$ cat src/rtl/pattern_ctrl_pkg.sv
// Shared definitions for the programmable serial bit-pattern recognizer.
// Holds the run-controller state encoding used by pattern_match_ctrl.
package pattern_ctrl_pkg;

  // IDLE: waiting for configuration or start
  // FILL: priming the window with the first PAT_W-1 bits of a run
  // RUN : every accepted bit is compared against the pattern
  // DONE: one-cycle state that carries the done pulse back to IDLE
  typedef enum logic [1:0] {
    IDLE = 2'd0,
    FILL = 2'd1,
    RUN  = 2'd2,
    DONE = 2'd3
  } pm_state_t;

endpackage

$ cat src/rtl/pattern_match_ctrl_if.sv
// Bus bundle between the serial front end / host and the pattern run controller.
// Signals:
//   cfg_load, cfg_pattern   pattern load request and value (MSB = oldest bit)
//   start, stop, run_len    run control; run_len = 0 means unlimited
//   serial_in, serial_valid serial data bit and its qualifier
//   busy                    high while a run is filling or running
//   match_pulse             one-cycle pulse per detected match
//   match_count, count_sat  match counter and its sticky saturation flag
//   done                    one-cycle pulse at the end of a length-limited run
// Modports: master drives the requests and data, slave is the controller.
interface pattern_match_ctrl_if #(
  parameter int PAT_W = 4,
  parameter int CNT_W = 8,
  parameter int LEN_W = 8
);

  logic             cfg_load;
  logic [PAT_W-1:0] cfg_pattern;
  logic             start;
  logic             stop;
  logic [LEN_W-1:0] run_len;
  logic             serial_in;
  logic             serial_valid;
  logic             busy;
  logic             match_pulse;
  logic [CNT_W-1:0] match_count;
  logic             count_sat;
  logic             done;

  modport master (
    output cfg_load, cfg_pattern, start, stop, run_len, serial_in, serial_valid,
    input  busy, match_pulse, match_count, count_sat, done
  );

  modport slave (
    input  cfg_load, cfg_pattern, start, stop, run_len, serial_in, serial_valid,
    output busy, match_pulse, match_count, count_sat, done
  );

endinterface

$ cat src/rtl/pattern_match_ctrl_bit_window.sv
// bit_window: PAT_W-bit shift register holding the most recent serial bits.
// Ports:
//   clk, n_rst  clock and asynchronous active-low reset
//   clear_i     synchronous clear, takes priority over shifting
//   shift_i     shift bit_i in at the LSB end
//   bit_i       incoming serial bit
//   window_o    current window contents (MSB = oldest bit)
module bit_window #(
  parameter int PAT_W = 4
) (
  input  logic             clk,
  input  logic             n_rst,
  input  logic             clear_i,
  input  logic             shift_i,
  input  logic             bit_i,
  output logic [PAT_W-1:0] window_o
);

  logic [PAT_W-1:0] window_q;
  logic [PAT_W-1:0] window_d;

  // Clear wins so that a new run never sees bits left over from the last one.
  always_comb begin
    window_d = window_q;
    if (clear_i) begin
      window_d = '0;
    end else if (shift_i) begin
      window_d = {window_q[PAT_W-2:0], bit_i};
    end
  end

  always_ff @(posedge clk or negedge n_rst) begin
    if (!n_rst) begin
      window_q <= '0;
    end else begin
      window_q <= window_d;
    end
  end

  assign window_o = window_q;

endmodule

$ cat src/rtl/pattern_match_ctrl.sv
// pattern_match_ctrl: run controller for a programmable serial bit-pattern recognizer.
// Ports:
//   clk    rising-edge system clock
//   n_rst  asynchronous active-low reset
//   bus    slave side of pattern_match_ctrl_if (config, run control, serial data, status)
// A run is started from IDLE, primes the window during FILL, compares every accepted bit
// in RUN, and either ends after run_len bits (through DONE) or is aborted by stop.
module pattern_match_ctrl
  import pattern_ctrl_pkg::*;
#(
  parameter int PAT_W = 4,
  parameter int CNT_W = 8,
  parameter int LEN_W = 8
) (
  input logic                 clk,
  input logic                 n_rst,
  pattern_match_ctrl_if.slave bus
);

  localparam int FILL_W = (PAT_W > 2) ? $clog2(PAT_W - 1) : 1;
  localparam logic [FILL_W-1:0] FILL_LAST = FILL_W'(PAT_W - 2);

  pm_state_t        state_q, state_d;
  logic [PAT_W-1:0] pattern_q, pattern_d;
  logic [FILL_W-1:0] fill_q, fill_d;
  logic [LEN_W-1:0] bit_cnt_q, bit_cnt_d;
  logic [LEN_W-1:0] run_len_q, run_len_d;
  logic [CNT_W-1:0] count_q, count_d;
  logic             sat_q, sat_d;
  logic             pulse_q, pulse_d;
  logic             done_q, done_d;

  logic             win_clear;
  logic             win_shift;
  logic [PAT_W-1:0] window;
  logic [PAT_W-1:0] cand;
  logic [LEN_W-1:0] bit_next;
  logic             last_bit;
  logic             unused_oldest;

  bit_window #(.PAT_W(PAT_W)) u_window (
    .clk      (clk),
    .n_rst    (n_rst),
    .clear_i  (win_clear),
    .shift_i  (win_shift),
    .bit_i    (bus.serial_in),
    .window_o (window)
  );

  // The compare looks at the window as it will be after this bit shifts in,
  // so the oldest stored bit is about to fall off and never takes part.
  assign cand          = {window[PAT_W-2:0], bus.serial_in};
  assign unused_oldest = window[PAT_W-1];

  assign bit_next = bit_cnt_q + LEN_W'(1);
  assign last_bit = (run_len_q != '0) && (bit_next == run_len_q);

  // Next-state logic. stop is checked before serial_valid so that an abort
  // discards a bit arriving in the same cycle. The run-length check comes
  // last so it can end a run straight out of FILL.
  always_comb begin
    state_d   = state_q;
    pattern_d = pattern_q;
    fill_d    = fill_q;
    bit_cnt_d = bit_cnt_q;
    run_len_d = run_len_q;
    count_d   = count_q;
    sat_d     = sat_q;
    pulse_d   = 1'b0;
    done_d    = 1'b0;
    win_clear = 1'b0;
    win_shift = 1'b0;

    case (state_q)
      IDLE: begin
        if (bus.cfg_load) begin
          pattern_d = bus.cfg_pattern;
        end
        if (bus.start) begin
          state_d   = FILL;
          win_clear = 1'b1;
          fill_d    = '0;
          bit_cnt_d = '0;
          count_d   = '0;
          sat_d     = 1'b0;
          run_len_d = bus.run_len;
        end
      end

      FILL, RUN: begin
        if (bus.stop) begin
          state_d = IDLE;
        end else if (bus.serial_valid) begin
          win_shift = 1'b1;
          bit_cnt_d = bit_next;
          if (state_q == FILL) begin
            fill_d = fill_q + FILL_W'(1);
            if (fill_q == FILL_LAST) begin
              state_d = RUN;
            end
          end else if (cand == pattern_q) begin
            pulse_d = 1'b1;
            if (count_q != '1) begin
              count_d = count_q + CNT_W'(1);
            end
            if (count_d == '1) begin
              sat_d = 1'b1;
            end
          end
          if (last_bit) begin
            state_d = DONE;
            done_d  = 1'b1;
          end
        end
      end

      DONE: begin
        state_d = IDLE;
      end

      default: begin
        state_d = IDLE;
      end
    endcase
  end

  // All run state and status outputs are registered here.
  always_ff @(posedge clk or negedge n_rst) begin
    if (!n_rst) begin
      state_q   <= IDLE;
      pattern_q <= '0;
      fill_q    <= '0;
      bit_cnt_q <= '0;
      run_len_q <= '0;
      count_q   <= '0;
      sat_q     <= 1'b0;
      pulse_q   <= 1'b0;
      done_q    <= 1'b0;
    end else begin
      state_q   <= state_d;
      pattern_q <= pattern_d;
      fill_q    <= fill_d;
      bit_cnt_q <= bit_cnt_d;
      run_len_q <= run_len_d;
      count_q   <= count_d;
      sat_q     <= sat_d;
      pulse_q   <= pulse_d;
      done_q    <= done_d;
    end
  end

  assign bus.busy        = (state_q == FILL) || (state_q == RUN);
  assign bus.match_pulse = pulse_q;
  assign bus.match_count = count_q;
  assign bus.count_sat   = sat_q;
  assign bus.done        = done_q;

endmodule

$ cat src/flat_wrapper.sv
// flat-port wrapper written by rule: the top's interface ports become plain ports
module pattern_match_ctrl_flat import pattern_ctrl_pkg::*;
#(
  parameter int PAT_W = 4,
  parameter int CNT_W = 8,
  parameter int LEN_W = 8
)
  (clk, n_rst, bus_cfg_load, bus_cfg_pattern, bus_start, bus_stop, bus_run_len, bus_serial_in, bus_serial_valid, bus_busy, bus_match_pulse, bus_match_count, bus_count_sat, bus_done);
  pattern_match_ctrl_if #(.PAT_W(PAT_W), .CNT_W(CNT_W), .LEN_W(LEN_W)) bus_i ();
  input logic clk;
  input logic n_rst;
  input wire logic [$bits(bus_i.cfg_load)-1:0] bus_cfg_load;
  input wire logic [$bits(bus_i.cfg_pattern)-1:0] bus_cfg_pattern;
  input wire logic [$bits(bus_i.start)-1:0] bus_start;
  input wire logic [$bits(bus_i.stop)-1:0] bus_stop;
  input wire logic [$bits(bus_i.run_len)-1:0] bus_run_len;
  input wire logic [$bits(bus_i.serial_in)-1:0] bus_serial_in;
  input wire logic [$bits(bus_i.serial_valid)-1:0] bus_serial_valid;
  output wire logic [$bits(bus_i.busy)-1:0] bus_busy;
  output wire logic [$bits(bus_i.match_pulse)-1:0] bus_match_pulse;
  output wire logic [$bits(bus_i.match_count)-1:0] bus_match_count;
  output wire logic [$bits(bus_i.count_sat)-1:0] bus_count_sat;
  output wire logic [$bits(bus_i.done)-1:0] bus_done;
  assign bus_i.cfg_load = bus_cfg_load;
  assign bus_i.cfg_pattern = bus_cfg_pattern;
  assign bus_i.start = bus_start;
  assign bus_i.stop = bus_stop;
  assign bus_i.run_len = bus_run_len;
  assign bus_i.serial_in = bus_serial_in;
  assign bus_i.serial_valid = bus_serial_valid;
  assign bus_busy = bus_i.busy;
  assign bus_match_pulse = bus_i.match_pulse;
  assign bus_match_count = bus_i.match_count;
  assign bus_count_sat = bus_i.count_sat;
  assign bus_done = bus_i.done;
  pattern_match_ctrl #(.PAT_W(PAT_W), .CNT_W(CNT_W), .LEN_W(LEN_W)) u_core (.clk(clk), .n_rst(n_rst), .bus(bus_i));
endmodule
$ cat config.mk
export PLATFORM = sky130hd
export DESIGN_NAME = pattern_match_ctrl_flat
export DESIGN_NICKNAME = d
export VERILOG_FILES = /design/src/rtl/pattern_ctrl_pkg.sv /design/src/rtl/pattern_match_ctrl_if.sv /design/src/rtl/pattern_match_ctrl_bit_window.sv /design/src/rtl/pattern_match_ctrl.sv /design/src/flat_wrapper.sv
export SDC_FILE = /design/constraint.sdc
export NUM_CORES = 1
export LEC_CHECK = 0
export ABC_AREA = 0
export BUFFER_PORTS_ARGS = -buffer_cell sky130_fd_sc_hd__buf_2
export CAP_MARGIN = 15
export CORE_MARGIN = 10
export CORE_UTILIZATION = 57
export DETAILED_ROUTE_END_ITERATION = 8
export GPL_TIMING_DRIVEN = 0
export PLACE_DENSITY_LB_ADDON = 0.08
export SLEW_MARGIN = 20
export SYNTH_ARGS = -nofsm -noshare
export SYNTH_HDL_FRONTEND = slang
export SYNTH_HIERARCHICAL = 1
export SYNTH_SLANG_ARGS = --single-unit
$ cat constraint.sdc
create_clock -name clk -period 2.6 [get_ports clk]
set_input_delay 0.39 -clock clk [delete_from_list [all_inputs] [get_ports clk]]
set_output_delay 0.39 -clock clk [all_outputs]
set_load 0.01 [all_outputs]
Word level (Yosys, flattened, before mapping)
Index checks and enable logic that the tools add are counted.

word-level totals
  flip-flop bits (word level) = 38
  bits of input ports = 19
  output and inout port bits = 12
  logic and storage cells = 95

cells by class
  add/sub/neg operators = 3
  equality and inequality tests = 18
  muxes and demuxes = 50
  reductions and logical operators = 14

operators by type and width
  operator                                               count
  2-to-1 mux 8 bit                                       13
  one-hot mux 8 bit (2 select lines)                     2
  2-to-1 mux 1 bit                                       20
  2-to-1 mux 2 bit                                       10
  adder 8 x 1 -> 8 bit, second input constant            2
  equality test 8 bit                                    1
  equality test 8 bit, second input constant             1
  inequality test 2 bit, second input constant           4
  inequality test 4 x 2 -> 1 bit, second input constant  2
  inequality test 8 bit, second input constant           1
  AND reduction 4 bit                                    2
  nonzero test 8 bit                                     1
  AND reduction 7 bit                                    1
  equality test 2 bit, second input constant             3
  2-to-1 mux 3 bit                                       2
  inequality test 2 x 1 -> 1 bit, second input constant  3
  one-hot mux 2 bit (3 select lines)                     1
  AND reduction 6 bit                                    1
  AND reduction 5 bit                                    1
  equality test 4 bit                                    1
  one-hot mux 2 bit (2 select lines)                     1
  AND reduction 2 bit                                    2
  nonzero test 2 bit                                     2
  inequality test 3 bit, second input constant           1
  other kinds (7)                                        7

Logic depth before layout (Yosys ltp)
  depth in word-level cells = 14
  gate-level depth with buffers = 10
  depth with buffers taken out = 8

By module
The synthesis kept the hierarchy.

modules (own cells, without submodules)
  module              instances  cells an instance  area an instance (um^2)  sequential area each (um^2)
  pattern_match_ctrl  1          224                2,122.0                  875.8
  bit_window          1          13                 160.2                    100.1

Worst setup path after synthesis
No wires, ideal clock.

  kind = reg2reg
  start = register u_core.state_q[0]
  end = register u_core.sat_q, in the netlist u_core/bus.count_sat
  library setup time = 0.065 ns
  arrival = 2.070 ns
  data required time = 2.535 ns
  slack = 0.465 ns
  cell stages (with the launch flop) = 11
  path buffers = 2
  clock period less this slack = 2.135 ns
  cells stage by stage = dfrtp_1 -> inv_1 -> ha_1 -> buf_4 -> and3b_1 -> buf_4 -> o21ai_4 -> a211oi_4 -> inv_2 -> nor4_1 -> o22a_1

between the ends
  cells in the longest elaborated chain, start to end = 4
  elaborated cells between the ends (all ways) = 13
  those cells by class = eq/ne: 8; mux: 1; reduce/logical: 4

RTL lines
  item                                                                        line                                                RTL
  start: declaration                                                          pattern_match_ctrl.sv:23                            pm_state_t state_q, state_d;
  start signal: assignment                                                    pattern_match_ctrl.sv:140                           state_q <= state_d;
  equality test 2 bit / equality test 2 x 1 -> 1 bit (equally long branches)  pattern_match_ctrl.sv:74, pattern_match_ctrl.sv:96
  OR reduction 2 bit                                                          pattern_match_ctrl.sv:74                            case (state_q)
  inequality test 2 x 1 -> 1 bit (no line), or another cell as far along      n/a
  AND reduction 7 bit (no line)                                               n/a
  end signal: assignment                                                      pattern_match_ctrl.sv:146                           sat_q <= sat_d;
  end: declaration                                                            pattern_match_ctrl.sv:29                            logic sat_q, sat_d;

Parallel ways exist; a longest one is shown, timed or not.
A chain may end at the register's enable or synchronous reset.

Worst setup path after layout
Ends and elaborated chain as after synthesis.

==> metrics.cfg <==
[outcome]
outcome = completed

[floorplan]
die_y_um = 82.7
die-area_um2 = 6850
ios = 31
start_util_pct = 59.9
die_x_um = 82.7
core-area_um2 = 3740
row_count = 22

[timing]
maxSlewViolCount = 0
finalHoldViolations = 0
clock_skew_ns = 0.00209
setup_violations = 0
slew-limit-headroom_pct = 43.7
grt_setup_unrepaired = no
worstMarginPinSlew_ns = 0.844
period_share_pct = 89.7
finalCriticalPeriod_ns = 2.33
finalWorstSetupSlack_ns = 0.268
clock.fmax_mhz = 429
tns_ns = 0

[cells_and_area]
nets = 297
multi_input_area_um2 = 1190
drive_above_1_share_pct = 22.8
area_delta_synth_final_pct = 13.4
fill_cells = 332
n_antenna_cell = 0
regArea_um2 = 951

[power]
leakage_nw = 1.18
ir_drop_v = 0.000541
power_density_nw_per_um2 = 1020

[yosys]
syn-cell-area_um2 = 2240
synth_nets = 260
ys_warn_count = 6
syn_inst = 234
synth_area_per_cell_um2 = 9.59

[worst_setup_path]
cp_data_arrival_time_ns = 2.56
critical_path.max_fanout = 9
crit_type = reg2reg
critPathRequiredTime_ns = 2.83
cp-start-kind = register
crit_path_end_kind = register

[drt]
routed_wl_um = 4940
drcViolationCount = 0
vias_per_cell = 5.73
wl_per_cell_um = 15.4
drtIter0Drc = 72
vias = 1833
drtAntennaViolNets = 0
first_pass_iters = 4

[global_route]
antenna_found_initial = 0
grt_use_total_pct = 15.6
grt-ovfl-total = 0
grt_pass1_wl_um = 8360
grt_max_degree = 39
grt_pass1_vias = 1818

[worst_hold_path]
hp-class = in2async

[cts]
cts_buffers = 5
cts_tree = built
clk_pin_slew_worst_paths_ns = 0.07
clock_sinks = 38
post-cts-setup-buffers = 0
cts_htree_levels = 2
clockRootBuffer = clkbuf_8
cts_resized = 0
clkLatencyLatePin_ns = 0.29
cts_buffer_depth = 2
cts_hold_buffers = 0

[placement]
gp_congestion = 0.855
place.port_buffers = 30
pre_cts_ws_ns = 0.240
hpwl_um = 3610

[run]
drv_cap = 0

per-layer routing:
metal / vias up / GRT usage (%) / routed length [um]
met5: - / 0 / 0
met4: 0 / 6.02 / 63
met3: 6 / 4.64 / 217
met2: 40 / 25.7 / 2450
met1: 873 / 18.8 / 2210
li1: 914 / - / -
flip-flops by register name (all words and copies together), names as in the netlist:
signal                    count
u_core/bit_cnt_q              8
u_core/bus.match_count        8
u_core/run_len_q              8
u_core/pattern_q              4
u_core/u_window/window_o      3
u_core/fill_q                 2
u_core/state_q                2
u_core/bus.count_sat          1
u_core/bus.done               1
u_core/bus.match_pulse        1
stage by stage:
step	cell area [um2]	instances	total power, W	hold slack [ns]	util (%)
6_report	2540	320	0.00261	0.201	68.0
2_1_floorplan	2240	234	0.00190	0.0944	-
3_3_place_gp	2450	312	0.00215	0.472	65.5
4_1_cts	2540	320	0.00263	0.220	68.0
5_1_grt	2540	320	0.00283	0.252	68.0
3_5_place_dp	2450	312	0.00220	0.494	65.5
critical path: stages (launching register included):
cell and delay, ns:
dfrtp_1 0.41, inv_1 0.08, ha_1 0.29, buf_4 0.17, and3b_1 0.17, buf_4 0.16
o21ai_4 0.09, a211oi_4 0.32, inv_2 0.09, nor4_1 0.30, o22a_1 0.19
final cells by class:
class / instances / area share [%]
Buffer: 12 / 2.56
Tap cell: 48 / 2.36
Clock inverter: 1 / 0.197
Inverter: 9 / 1.33
Timing Repair Buffer: 30 / 5.90
Multi-Input combinational cell: 175 / 46.9
Sequential cell: 38 / 37.4
Clock buffer: 7 / 3.39
report_power, final:
group / switching [W] / internal, W
combinational: 0.000665 / 0.000554
clock: 0.000209 / 0.000214
sequential: 0.000190 / 0.000773
placed cells by master, fill, tap and decap left out, types with 3 or more instances in the layout:
cell	n
xnor2_1	9
nor3_1	3
xor2_1	5
mux2_2	13
o21ai_0	14
nand2b_1	4
nand2_1	20
ha_1	7
buf_2	33
a22o_1	4
nand3_1	11
nor4_1	3
mux2i_1	6
o31ai_1	3
dfrtp_1	38
a31oi_1	3
nor2b_1	4
a21oi_1	16
nor2_1	20
and3_1	5
inv_1	8
nand4_1	4
clkbuf_8	6
clkbuf_1	6
and4_1	3
final timing paths:
kind,start,end,slack (ns),depth (start not counted)
setup / recovery,u_core/state_q[0],u_core/bus.count_sat,0.27,10
hold / removal,n_rst,u_core/bit_cnt_q[4],0.20,1
setup reg to reg,u_core/state_q[0],u_core/bus.count_sat,0.27,10
hold reg to reg,u_core/fill_q[0],u_core/fill_q[0],0.52,1
max in group asynchronous,n_rst,u_core/bit_cnt_q[6],1.87,1
min in group clk,bus_cfg_pattern[3],u_core/pattern_q[3],0.33,2
(Power assumes the default switching activity.)
